### src/rtl/csr_pkg.sv
// Shared constants and types for the CSR access engine and its address decoder.
package csr_pkg;

  localparam logic [11:0] CSR_MSCRATCH = 12'h340;
  localparam logic [11:0] CSR_SSCRATCH = 12'h140;

  typedef enum logic [1:0] {
    OP_RSVD = 2'b00,
    OP_RW   = 2'b01,
    OP_RS   = 2'b10,
    OP_RC   = 2'b11
  } csr_op_e;

  typedef enum logic [1:0] {
    PRIV_U = 2'b00,
    PRIV_S = 2'b01,
    PRIV_M = 2'b11
  } priv_e;

  typedef enum logic [1:0] {
    ST_IDLE,
    ST_READ,
    ST_WRITE,
    ST_RESP
  } state_e;

  typedef struct packed {
    logic m;
    logic s;
  } csr_sel_t;

endpackage

### src/rtl/csr_addr_decode.sv
// Combinational CSR address/privilege/read-only check producing a one-hot select.
module csr_addr_decode
  import csr_pkg::*;
(
  input  logic [11:0] addr,
  input  logic [1:0]  op,
  input  logic [1:0]  priv,
  input  logic        no_write,
  output csr_sel_t    sel,
  output logic        illegal
);

  logic writes;

  always_comb begin
    sel.m   = (addr == CSR_MSCRATCH);
    sel.s   = (addr == CSR_SSCRATCH);
    // RW always writes; RS/RC write only when the operand field is non-zero
    writes  = (op == OP_RW) || !no_write;
    illegal = (op == OP_RSVD)
           || !(sel.m || sel.s)
           || (priv < addr[9:8])
           || ((addr[11:10] == 2'b11) && writes);
  end

endmodule

### src/rtl/csr_access_unit.sv
// Sequential read-modify-write engine for the machine/supervisor scratch CSRs.
module csr_access_unit
  import csr_pkg::*;
#(
  parameter int unsigned XLEN = 64
) (
  input  logic            clk,
  input  logic            rst,
  input  logic            req_valid,
  output logic            req_ready,
  input  logic [11:0]     req_addr,
  input  logic [1:0]      req_op,
  input  logic [XLEN-1:0] req_wdata,
  input  logic            req_no_write,
  input  logic [1:0]      req_priv,
  output logic            rsp_valid,
  input  logic            rsp_ready,
  output logic [XLEN-1:0] rsp_rdata,
  output logic            rsp_illegal,
  input  logic [XLEN-1:0] mscratch,
  input  logic [XLEN-1:0] sscratch,
  output logic            csr_write,
  output logic [XLEN-1:0] data_csr,
  output logic            mrw_mscratch_sel,
  output logic            srw_sscratch_sel
);

  state_e          state, state_nxt;
  csr_sel_t        dec_sel, sel_q;
  logic            dec_illegal;
  logic [1:0]      op_q;
  logic [XLEN-1:0] wdata_q, new_q, rdata_q, old_val;
  logic            no_write_q, illegal_q, suppress;

  csr_addr_decode u_decode (
    .addr     (req_addr),
    .op       (req_op),
    .priv     (req_priv),
    .no_write (req_no_write),
    .sel      (dec_sel),
    .illegal  (dec_illegal)
  );

  assign old_val  = sel_q.m ? mscratch : sscratch;
  assign suppress = (op_q != OP_RW) && no_write_q;

  always_ff @(posedge clk or negedge rst) begin
    if (!rst) state <= ST_IDLE;
    else      state <= state_nxt;
  end

  always_comb begin
    state_nxt = state;
    unique case (state)
      ST_IDLE:  if (req_valid) state_nxt = dec_illegal ? ST_RESP : ST_READ;
      ST_READ:  state_nxt = suppress ? ST_RESP : ST_WRITE;
      ST_WRITE: state_nxt = ST_RESP;
      ST_RESP:  if (rsp_ready) state_nxt = ST_IDLE;
      default:  state_nxt = ST_IDLE;
    endcase
  end

  always_ff @(posedge clk or negedge rst) begin
    if (!rst) begin
      sel_q      <= '0;
      op_q       <= '0;
      wdata_q    <= '0;
      no_write_q <= 1'b0;
      illegal_q  <= 1'b0;
      new_q      <= '0;
      rdata_q    <= '0;
    end else if (state == ST_IDLE && req_valid) begin
      sel_q      <= dec_sel;
      op_q       <= req_op;
      wdata_q    <= req_wdata;
      no_write_q <= req_no_write;
      illegal_q  <= dec_illegal;
      rdata_q    <= '0;
    end else if (state == ST_READ) begin
      rdata_q <= old_val;
      unique case (op_q)
        OP_RS:   new_q <= old_val | wdata_q;
        OP_RC:   new_q <= old_val & ~wdata_q;
        default: new_q <= wdata_q;
      endcase
    end
  end

  // Write-port outputs are decoded purely from registered state
  assign req_ready        = (state == ST_IDLE);
  assign rsp_valid        = (state == ST_RESP);
  assign rsp_rdata        = rdata_q;
  assign rsp_illegal      = illegal_q;
  assign csr_write        = (state == ST_WRITE);
  assign data_csr         = csr_write ? new_q : '0;
  assign mrw_mscratch_sel = csr_write && sel_q.m;
  assign srw_sscratch_sel = csr_write && sel_q.s;

endmodule
### config.mk
export PLATFORM = sky130hd
export DESIGN_NAME = csr_access_unit
export DESIGN_NICKNAME = d
export VERILOG_FILES = /design/src/rtl/csr_pkg.sv /design/src/rtl/csr_addr_decode.sv /design/src/rtl/csr_access_unit.sv
export SDC_FILE = /design/constraint.sdc
export NUM_CORES = 1
export LEC_CHECK = 0
export CELL_PAD_IN_SITES_DETAIL_PLACEMENT = 0
export CELL_PAD_IN_SITES_GLOBAL_PLACEMENT = 1
export CORE_ASPECT_RATIO = 1.75
export CORE_MARGIN = 2
export CORE_UTILIZATION = 25
export DETAILED_ROUTE_END_ITERATION = 12
export PLACE_DENSITY = 0.59
export RECOVER_POWER = 100
export SLEW_MARGIN = 20
export SYNTH_ARGS = -nofsm -noshare
export SYNTH_HDL_FRONTEND = slang
export SYNTH_SLANG_ARGS = --single-unit
### constraint.sdc
create_clock -name clk -period 4.3 [get_ports clk]
set_input_delay 0.645 -clock clk [delete_from_list [all_inputs] [get_ports clk]]
set_output_delay 0.645 -clock clk [all_outputs]
set_load 0.1 [all_outputs]
==> metrics.txt <==
status=finished, violations left; failing checks=capacitance limit, slew limit; Arrival @ worst endpoint=2.99 ns; Synth Area per Inst=10.17 µm²; Vias=7976; Netlist Area Pre-Place=0.009786 mm²; Layout area overhead=42.13%; WHS Path Cells=2; HP Start=sel_q[0]; register area=0.005010 mm²; die span in y=265.7 µm; Clock transition at path regs=0.08 ns; RSZ-0062 raised after global routing=false; hold_buf cts=0; 1st-iter DRT viols=328; leakage power=6.181 nW; worst-path maximum fanout=44; GP Congestion=0.7461; WL/cell=19.21 µm; synthesized flop and latch total=200; vias in the first global route=8460; endpoints failing setup=0; Fin Clk Skew=0.009489 ns; Reg power frac=0.265; Fmax=275.3 MHz; combinational share of power=0.606; Residual DRC=0; most frequent cells in the layout=clkdlybuf4s50_1 (210), nand2_1 (205), dfrtp_1 (198), a21oi_1 (131), mux2_2 (75); CTS Buf Count=17; Max Slew Vio Count=270; first-pass GRT wire length=51810 µm; number of max-cap violations=4; post_cts resized=0; mean number of vias per cell=4.496; H-tree Lvls=4; clock latency on the worst-skew pair=0.46 ns; CP required=3.65 ns; FF-to-FF Start=state[1]; share of layout cells above drive strength 1=0.1431; router iterations before antenna repair=6; chip width=153.6 µm; clock sink count=200; CTS tree=built; Int Pwr=5.444 mW; minimum clock period=3.633 ns; PortBufs=346; core area=0.03851 mm²; area post-placement=0.01354 mm²; largest net degree at the start of global routing=97; Starting Density=0.2541; GR Overflow Total=0; kind of critical path=flop to primary output; Least-Margin Pin Slew=2.573 ns; worst-case reg-to-reg path depth=4; Synth warnings=0; pwr/cell area=893.3 mW/mm²; Min-Delay Path Class=flop to flop; clock share of power=0.130; fillers=4031; switching portion of total power=0.5618; Routed Antenna Nets=0; Final Hold Vio Count=0; final setup TNS=0 ns; I/O pins=347; Hold Path End=sel_q[0]; Netlist cell types=27; overall power=12.42 mW; Worst R2R Setup Slack=0.76 ns; Total Wirelength=34090 µm; Post-CTS Setup Bufs=0; DP Wirelength=23770 µm; Final Net Count=1491; Root Buffer Master=clkbuf_16; CTS Buffer Depth=2; commonest non-fill, non-tap cell in the layout=clkdlybuf4s50_1; multi-input logic area=0.004458 mm²; Site Rows=95; maximum VDD drop=598.2 µV; Crit. End Element=primary output; Psw=6.980 mW; Critical R2R Capture=new_q[10]; die area=0.04080 mm²; gate count of the mapped netlist=962; Seq/Total Area, Yosys=0.5114; initial antenna violation count=3; Synth Net Count=1180; ratio of final minimum period to clock period=0.8448; Worst setup SP type=flop; Slew headroom=-0.7151; fin area=0.01391 mm²; GR Util All Layers=0.1669
worst max-delay path, cell delays in order, from the launching register on:
cell      delay [ns]
dfrtp_1         0.44
inv_1           0.10
ha_2            0.79
and2_1          0.23
clkbuf_1        0.95
power by group through the flow:
stage | clock network (mW) | logic, mW | registers (mW)
after floorplan | 0 | 4.16 | 5.00
after global placement | 0 | 7.81 | 3.34
after detailed placement | 0 | 7.87 | 3.35
after CTS | 1.67 | 7.89 | 3.32
after global routing | 1.74 | 7.98 | 3.41
final | 1.61 | 7.52 | 3.29
cells in the mapped netlist, drive strengths merged:
library cell / instances / area, µm²
nand2: 206 / 773.2
nor2: 72 / 270.3
and2: 68 / 425.4
o22ai: 1 / 6.260
a21oi: 131 / 655.6
nor2b: 1 / 6.260
nand2b: 1 / 6.260
buf: 24 / 150.1
nor3: 6 / 30.03
clkbuf: 42 / 158.9
mux2i: 64 / 640.6
nor4: 3 / 18.77
a211oi: 5 / 37.54
o21ai: 1 / 5.000
nand3b: 1 / 7.510
nand4: 1 / 6.260
mux2: 118 / 1453
a22oi: 1 / 7.510
o31ai: 5 / 37.54
ha: 5 / 62.56
inv: 6 / 22.52
dfrtp: 200 / 5005
cells by family (layout without fill, tap and decap cells):
logic type | Yosys count | in the layout | synth area share
and+or+nand+nor | 359 | 359 | 0.1578
DFF | 200 | 200 | 0.5114
muxes | 182 | 182 | 0.2139
AOI/OAI and AO/OA | 144 | 144 | 0.07659
buffers and inverters | 72 | 396 | 0.03388
adders and majority gates | 5 | 5 | 0.006393
other | 0 | 3 | 0
sequential cells by signal, indices dropped and copies added, names as in the netlist:
register and count:
sel_q 2, rsp_illegal 1, no_write_q 1, op_q 2, new_q 64, wdata_q 64, rsp_rdata 64, state 2
metrics by stage:
step	worst slack (ns)	std cells	util	hold slack (ns)
floorplan	1.071	962	-	0.3494
global placement	1.522	1739	0.3517	0.4566
detailed placement	1.429	1739	0.3517	0.4663
CTS	0.9168	1771	0.3664	0.2430
global route	0.4461	1773	0.3611	0.5190
finish	0.6674	1774	0.3611	0.4804
area by class of cell:
cell class,instances,area share
well taps,485,0.04363
clock buffers,17,0.03059
clock inverters,15,0.01026
inverters,6,0.001619
multi-input cells,690,0.3205
flip-flops and latches,200,0.3602
diodes,3,0.0005398
repair buffers,358,0.2326
worst max-delay path by stage:
stage | startpoint | to | slack [ns] | cells past startpoint
3_5_place_dp | state[0] | data_csr[37] | 1.43 | 5
6_report | state[0] | data_csr[11] | 0.67 | 4
5_1_grt | state[1] | new_q[10] | 0.45 | 4
3_3_place_gp | state[0] | data_csr[38] | 1.52 | 5
2_1_floorplan | state[0] | data_csr[23] | 1.07 | 5
4_1_cts | state[0] | data_csr[37] | 0.92 | 5
routing by layer:
| layer | GRT usage | part of all wire | vias up |
|---|---|---|---|
| li1 | - | - | 3850 |
| met1 | 0.1807 | 0.38 | 3901 |
| met2 | 0.3224 | 0.56 | 195 |
| met3 | 0.02489 | 0.036 | 28 |
| met4 | 0.06298 | 0.023 | 2 |
| met5 | 0 | 0.00035 | - |
Note: power is estimated with default switching activity, not from simulation.
